[src/rtl/down_counter_sched.sv]
// ---------------------------------------------------------------------------
// down_counter_sched
//
// Round-robin scheduler sharing a single CW-bit down counter among N_REQ
// requesters. A pending request is granted in IDLE, the winner's length is
// loaded into the counter, the counter runs down to zero (freezable by
// pause, cancellable by abort), and a one-cycle done pulse is returned to
// the requester that owned the countdown.
//
// Ports:
//   clk      rising-edge clock
//   rst      asynchronous active-high reset
//   req      per-requester request level, held until its gnt
//   len      packed lengths, requester i uses len[i*CW +: CW]
//   pause    freezes the countdown while high (COUNT only)
//   abort    cancels the active countdown (COUNT only, beats pause)
//   gnt      one-hot, one-cycle pulse on acceptance
//   done     one-hot, one-cycle pulse on expiry
//   aborted  one-cycle pulse when a countdown is cancelled
//   busy     high in COUNT and DONE
//   cur_id   index of the active / last-served requester
//   count    current counter value
//
// All outputs are registered.
// ---------------------------------------------------------------------------
module down_counter_sched #(
    parameter int unsigned N_REQ = 4,
    parameter int unsigned CW    = 3
) (
    input  logic                clk,
    input  logic                rst,
    input  logic [N_REQ-1:0]    req,
    input  logic [N_REQ*CW-1:0] len,
    input  logic                pause,
    input  logic                abort,
    output logic [N_REQ-1:0]    gnt,
    output logic [N_REQ-1:0]    done,
    output logic                aborted,
    output logic                busy,
    output logic [2:0]          cur_id,
    output logic [CW-1:0]       count
);

    typedef enum logic [1:0] {
        IDLE  = 2'd0,
        COUNT = 2'd1,
        DONE  = 2'd2
    } state_t;

    state_t             state, nxt_state;
    logic [2:0]         last, nxt_last;
    // One-hot copy of the active requester, so done needs no index decode.
    logic [N_REQ-1:0]   cur_mask, nxt_mask;

    logic [N_REQ-1:0]   nxt_gnt, nxt_done;
    logic               nxt_aborted, nxt_busy;
    logic [2:0]         nxt_cur_id;
    logic [CW-1:0]      nxt_count;

    // Round-robin pick: first set req bit searching from last+1 with wrap.
    logic               found;
    int unsigned        win;

    always_comb begin
        found = 1'b0;
        win   = 0;
        for (int unsigned i = 1; i <= N_REQ; i++) begin
            int unsigned idx;
            idx = (32'(last) + i) % N_REQ;
            if (!found && req[idx]) begin
                found = 1'b1;
                win   = idx;
            end
        end
    end

    always_ff @(posedge clk or posedge rst) begin
        if (rst) begin
            state    <= IDLE;
            last     <= 3'(N_REQ - 1);
            cur_mask <= '0;
            gnt      <= '0;
            done     <= '0;
            aborted  <= 1'b0;
            busy     <= 1'b0;
            cur_id   <= '0;
            count    <= '0;
        end else begin
            state    <= nxt_state;
            last     <= nxt_last;
            cur_mask <= nxt_mask;
            gnt      <= nxt_gnt;
            done     <= nxt_done;
            aborted  <= nxt_aborted;
            busy     <= nxt_busy;
            cur_id   <= nxt_cur_id;
            count    <= nxt_count;
        end
    end

    always_comb begin
        nxt_state   = state;
        nxt_last    = last;
        nxt_mask    = cur_mask;
        nxt_gnt     = '0;
        nxt_done    = '0;
        nxt_aborted = 1'b0;
        nxt_busy    = busy;
        nxt_cur_id  = cur_id;
        nxt_count   = count;

        unique case (state)
            IDLE: begin
                nxt_busy = 1'b0;
                if (found) begin
                    nxt_state  = COUNT;
                    nxt_count  = len[win*CW +: CW];
                    nxt_cur_id = 3'(win);
                    nxt_last   = 3'(win);
                    nxt_mask   = N_REQ'(1) << win;
                    nxt_gnt    = N_REQ'(1) << win;
                    nxt_busy   = 1'b1;
                end
            end

            COUNT: begin
                if (abort) begin
                    nxt_state   = IDLE;
                    nxt_count   = '0;
                    nxt_busy    = 1'b0;
                    nxt_aborted = 1'b1;
                end else if (pause) begin
                    nxt_count = count;
                end else if (count != '0) begin
                    nxt_count = count - 1'b1;
                end else begin
                    nxt_state = DONE;
                    nxt_done  = cur_mask;
                end
            end

            DONE: begin
                nxt_state = IDLE;
                nxt_busy  = 1'b0;
            end

            default: begin
                nxt_state = IDLE;
                nxt_busy  = 1'b0;
            end
        endcase
    end

endmodule
[config.mk]
export PLATFORM = sky130hd
export DESIGN_NAME = down_counter_sched
export DESIGN_NICKNAME = d
export VERILOG_FILES = /design/src/rtl/down_counter_sched.sv
export SDC_FILE = /design/constraint.sdc
export NUM_CORES = 1
export LEC_CHECK = 0
export ABC_AREA = 1
export CAP_MARGIN = 20
export CORE_ASPECT_RATIO = 0.6
export CORE_MARGIN = 3
export CORE_UTILIZATION = 51
export CTS_CLUSTER_SIZE = 8
export DETAILED_ROUTE_END_ITERATION = 12
export PLACE_DENSITY_LB_ADDON = 0.05
export SKIP_LAST_GASP = 1
export SLEW_MARGIN = 15
export SYNTH_ARGS = -nofsm -noshare
export SYNTH_HDL_FRONTEND = slang
export SYNTH_SLANG_ARGS = --single-unit
[constraint.sdc]
create_clock -name clk -period 3.05 [get_ports clk]
set_input_delay 0.61 -clock clk [delete_from_list [all_inputs] [get_ports clk]]
set_output_delay 0.61 -clock clk [all_outputs]
set_load 0.05 [all_outputs]
==> flow_metrics.tcl <==
set metrics [dict create \
    grt-ovfl-total 0 \
    critPathLaunchType "input pin" \
    slew_viol_final 0 \
    report.final.setup_viol 0 \
    cts.clk_slew.worst_paths_ns 0.08 \
    drive_gt1_share_pct 18.8 \
    cts_tree "done" \
    postLayoutCoreUtil_pct 73.6 \
    critical_path.cell_chain "clkdlybuf4s50_1 -> nand2_1 -> nand2_1 -> nand2_2 -> nand2_4 -> nor2_8 -> nand2_1 -> nor2_1 -> a31oi_1 -> o311ai_1 -> nand2_1 -> inv_2 -> ha_4 -> inv_1 -> buf_4 -> nand3_1 -> nand3_1 -> nand2_1 -> nand2_1 -> nand2_1 -> nand2_1 -> a21oi_1" \
    crit-reg2reg-launch "last[0]$_DFFE_PP1P_" \
    timing.final.crit_share_pct 91.3 \
    area.growth.synth_to_final_pct 31.4 \
    route.detailed.vias_per_inst 4.74 \
    syn_area_mm2 0.00169 \
    place.port_buffers 34 \
    status "finished, final reports clean" \
    grt_usage_pct 19.6 \
    cts_buffer_depth 2 \
    first_pass_iters 4 \
    max_freq_ghz 0.359 \
    rr_worst_depth 21 \
    maxCapViolations 0 \
    core_area_mm2 0.00302 \
    timing.critical_path.max_delay_family "simple AND/OR/NAND/NOR gates" \
    worst_hold_path.endpoint "cur_id[1]$_DFFE_PP0P_" \
    post_synth_num_cell_types 28 \
    worstPathArrival_ns 2.98 \
    drc 0 \
    insertedDiodeCount 0 \
    setup-tns-final_ns 0 \
    die_w_um 80.4 \
    timing.critical_path.fanout_max 7 \
    worstPathBufferInverterCount 4 \
    worst_slew_margin_pct 44.0 \
    avgRoutedWirePerCell_um 11.2 \
    clk-insertion-delay-late_ns 0.27 \
    start_util_pct 56.0 \
    detailedPlace.worstSlack_ns -0.120 \
    synthesis.instances 237 \
    final_area_mm2 0.00222 \
    timing.clock.skew_ns 0.00303 \
    design.die.area_mm2 0.00407 \
    hold_path_depth 2 \
    max_stage_delay_ns 0.50 \
    yosysSeqAreaShare_pct 34.1 \
    postCtsSetupRepairBufs 0 \
    timing.final.hold_violations 0 \
    timing.critical_path.slowest_stage_cell "clkdlybuf4s50_1" \
    reg2reg_slack_ns 0.30 \
    ys_seq_elements 23 \
    cts.htree.levels 1 \
    clock_sink_count 23 \
    worst-slew-pin-transition_ns 0.838 \
    post_synth.cell_area_avg_um2 7.14 \
    via_count 1559 \
    cts_inserted_buffers 3 \
    layout_common_cells "57 x nand2_1, 34 x inv_1, 34 x clkdlybuf4s50_1" \
    layout_min_cycle_time_ns 2.78 \
    timing_worst_setup_path_type "input pin to flip-flop" \
    via_count_of_the_first_global_routing_pass 1427 \
    detailed_place_hpwl_um 2840 \
    postRouteWirelength_um 3670 \
    synth.yosys.warnings 0 \
    gp_routability_congestion 0.901 \
    end_kind "flip-flop" \
    grt_antenna_before_repair 0 \
    post_cts_resize_count 0 \
    dpl_cell_area_mm2 0.00216 \
    io_pins 36 \
    chipHeight_um 50.6 \
    post_cts_hold_buffer_count 0 \
    path_common_cell "nand2_1" \
    rows 15 \
    rsz0062_at_grt "no" \
    final_critical_path_setup_slack_ns 0.266 \
    antenna_left 0 \
    r2r_end "count[1]$_DFFE_PP0P_" \
    initialDrtViolationCount 65 \
    hold_path_class "flip-flop to flip-flop" \
    layout_commonest_cell "nand2_1" \
    maximum_number_of_pins_on_one_net_before_global_route_repair 24 \
    worst_hold_startpoint "cur_id[1]$_DFFE_PP0P_" \
    final_net_count 316 \
    grt_pass1_wl_um 6240 \
    cts.root.buffer_cell "clkbuf_8" \
    synthesis.nets 265 \
    cp.required_ns 3.25 \
]
==> synthesized netlist by cell type (all sizes together) <==
library cell / instances / area share (%)
o211ai: 1 / 0.44
o311ai: 1 / 0.52
xor2: 1 / 0.52
buf: 5 / 3.1
dfstp: 2 / 3.1
dfrtp: 21 / 31
a21oi: 5 / 1.7
inv: 42 / 9.6
nor3: 1 / 0.59
nand3: 36 / 13
o21bai: 4 / 1.8
nor2: 29 / 7.4
ha: 8 / 5.9
nand2: 70 / 18
a31oi: 1 / 0.37
nand3b: 2 / 0.89
conb: 1 / 0.22
o21ai: 7 / 2.1
==> per-layer routing <==
| metal | global-route usage [%] | up-vias | wire length [um] | part of all wire, % |
|---|---|---|---|---|
| met5 | 0 | - | 0 | 0 |
| met4 | 5.06 | 0 | 19 | 0.52 |
| met3 | 4.30 | 2 | 176 | 4.8 |
| met2 | 28.8 | 34 | 1530 | 42 |
| met1 | 28.9 | 692 | 1950 | 53 |
| li1 | - | 831 | - | - |
==> sequential cells by signal (all words and copies together), names as in the netlist <==
signal / flops
cur_mask: 4
cur_id: 2
done: 4
count: 3
state: 2
last: 2
busy: 1
aborted: 1
gnt: 4
==> final cells by class <==
cell class	instances	area [um^2]
multi-input combinational	167	917
sequential	23	578
timing repair buffer	51	468
fill	255	797
clock buffer	3	41.3
inverter	42	163
clock inverter	1	5.00
tap	42	52.6
==> how the worst max path moves through the flow <==
stage	from	end	slack [ns]	cells past startpoint
6_report	req[2]	count[2]$_DFFE_PP0P_	0.27	22
5_1_grt	req[1]	count[1]$_DFFE_PP0P_	0.009	21
4_1_cts	req[2]	count[0]$_DFFE_PP0P_	0.16	22
3_5_place_dp	req[0]	count[0]$_DFFE_PP0P_	-0.12	22
3_3_place_gp	req[0]	count[0]$_DFFE_PP0P_	-0.06	22
2_1_floorplan	last[0]$_DFFE_PP1P_	count[0]$_DFFE_PP0P_	0.34	21
==> logic make-up (layout without fill, tap and decap cells) <==
kind of cell / Yosys count / after routing / share of synthesized area, %
and+or+nand+nor: 138 / 138 / 39.6
xor gates and xnor gates: 1 / 1 / 0.517
other: 1 / 1 / 0.222
DFF: 23 / 23 / 34.1
AOI/OAI and AO/OA: 19 / 19 / 6.87
buffers and inverters: 47 / 97 / 12.7
adders and majority gates: 8 / 8 / 5.91
==> worst register-to-register path, stage by stage, from the launching register on <==
cell and delay (ns):
dfstp_2 0.68, inv_6 0.09, nand2_2 0.07, nand2_1 0.07
nand2_1 0.08, nand2_2 0.08, nor2_8 0.12, nand2_1 0.05
nor2_1 0.13, a31oi_1 0.06, o311ai_1 0.07, nand2_1 0.12
inv_2 0.11, ha_4 0.21, inv_1 0.09, buf_4 0.15
nand3_1 0.08, nand3b_1 0.10, nand3_1 0.07, nand2_1 0.06
nand2_1 0.05, a21oi_1 0.13
==> stage by stage <==
step / instances / hold slack [ns]
after global routing: 329 / 0.526
after detailed placement: 325 / 0.473
after CTS: 329 / 0.493
after floorplan: 237 / 0.460
after global placement: 325 / 0.471
final: 329 / 0.491
Power is not shown: default switching activity piles up to over one toggle a cycle in this logic, so the estimate is an artifact.
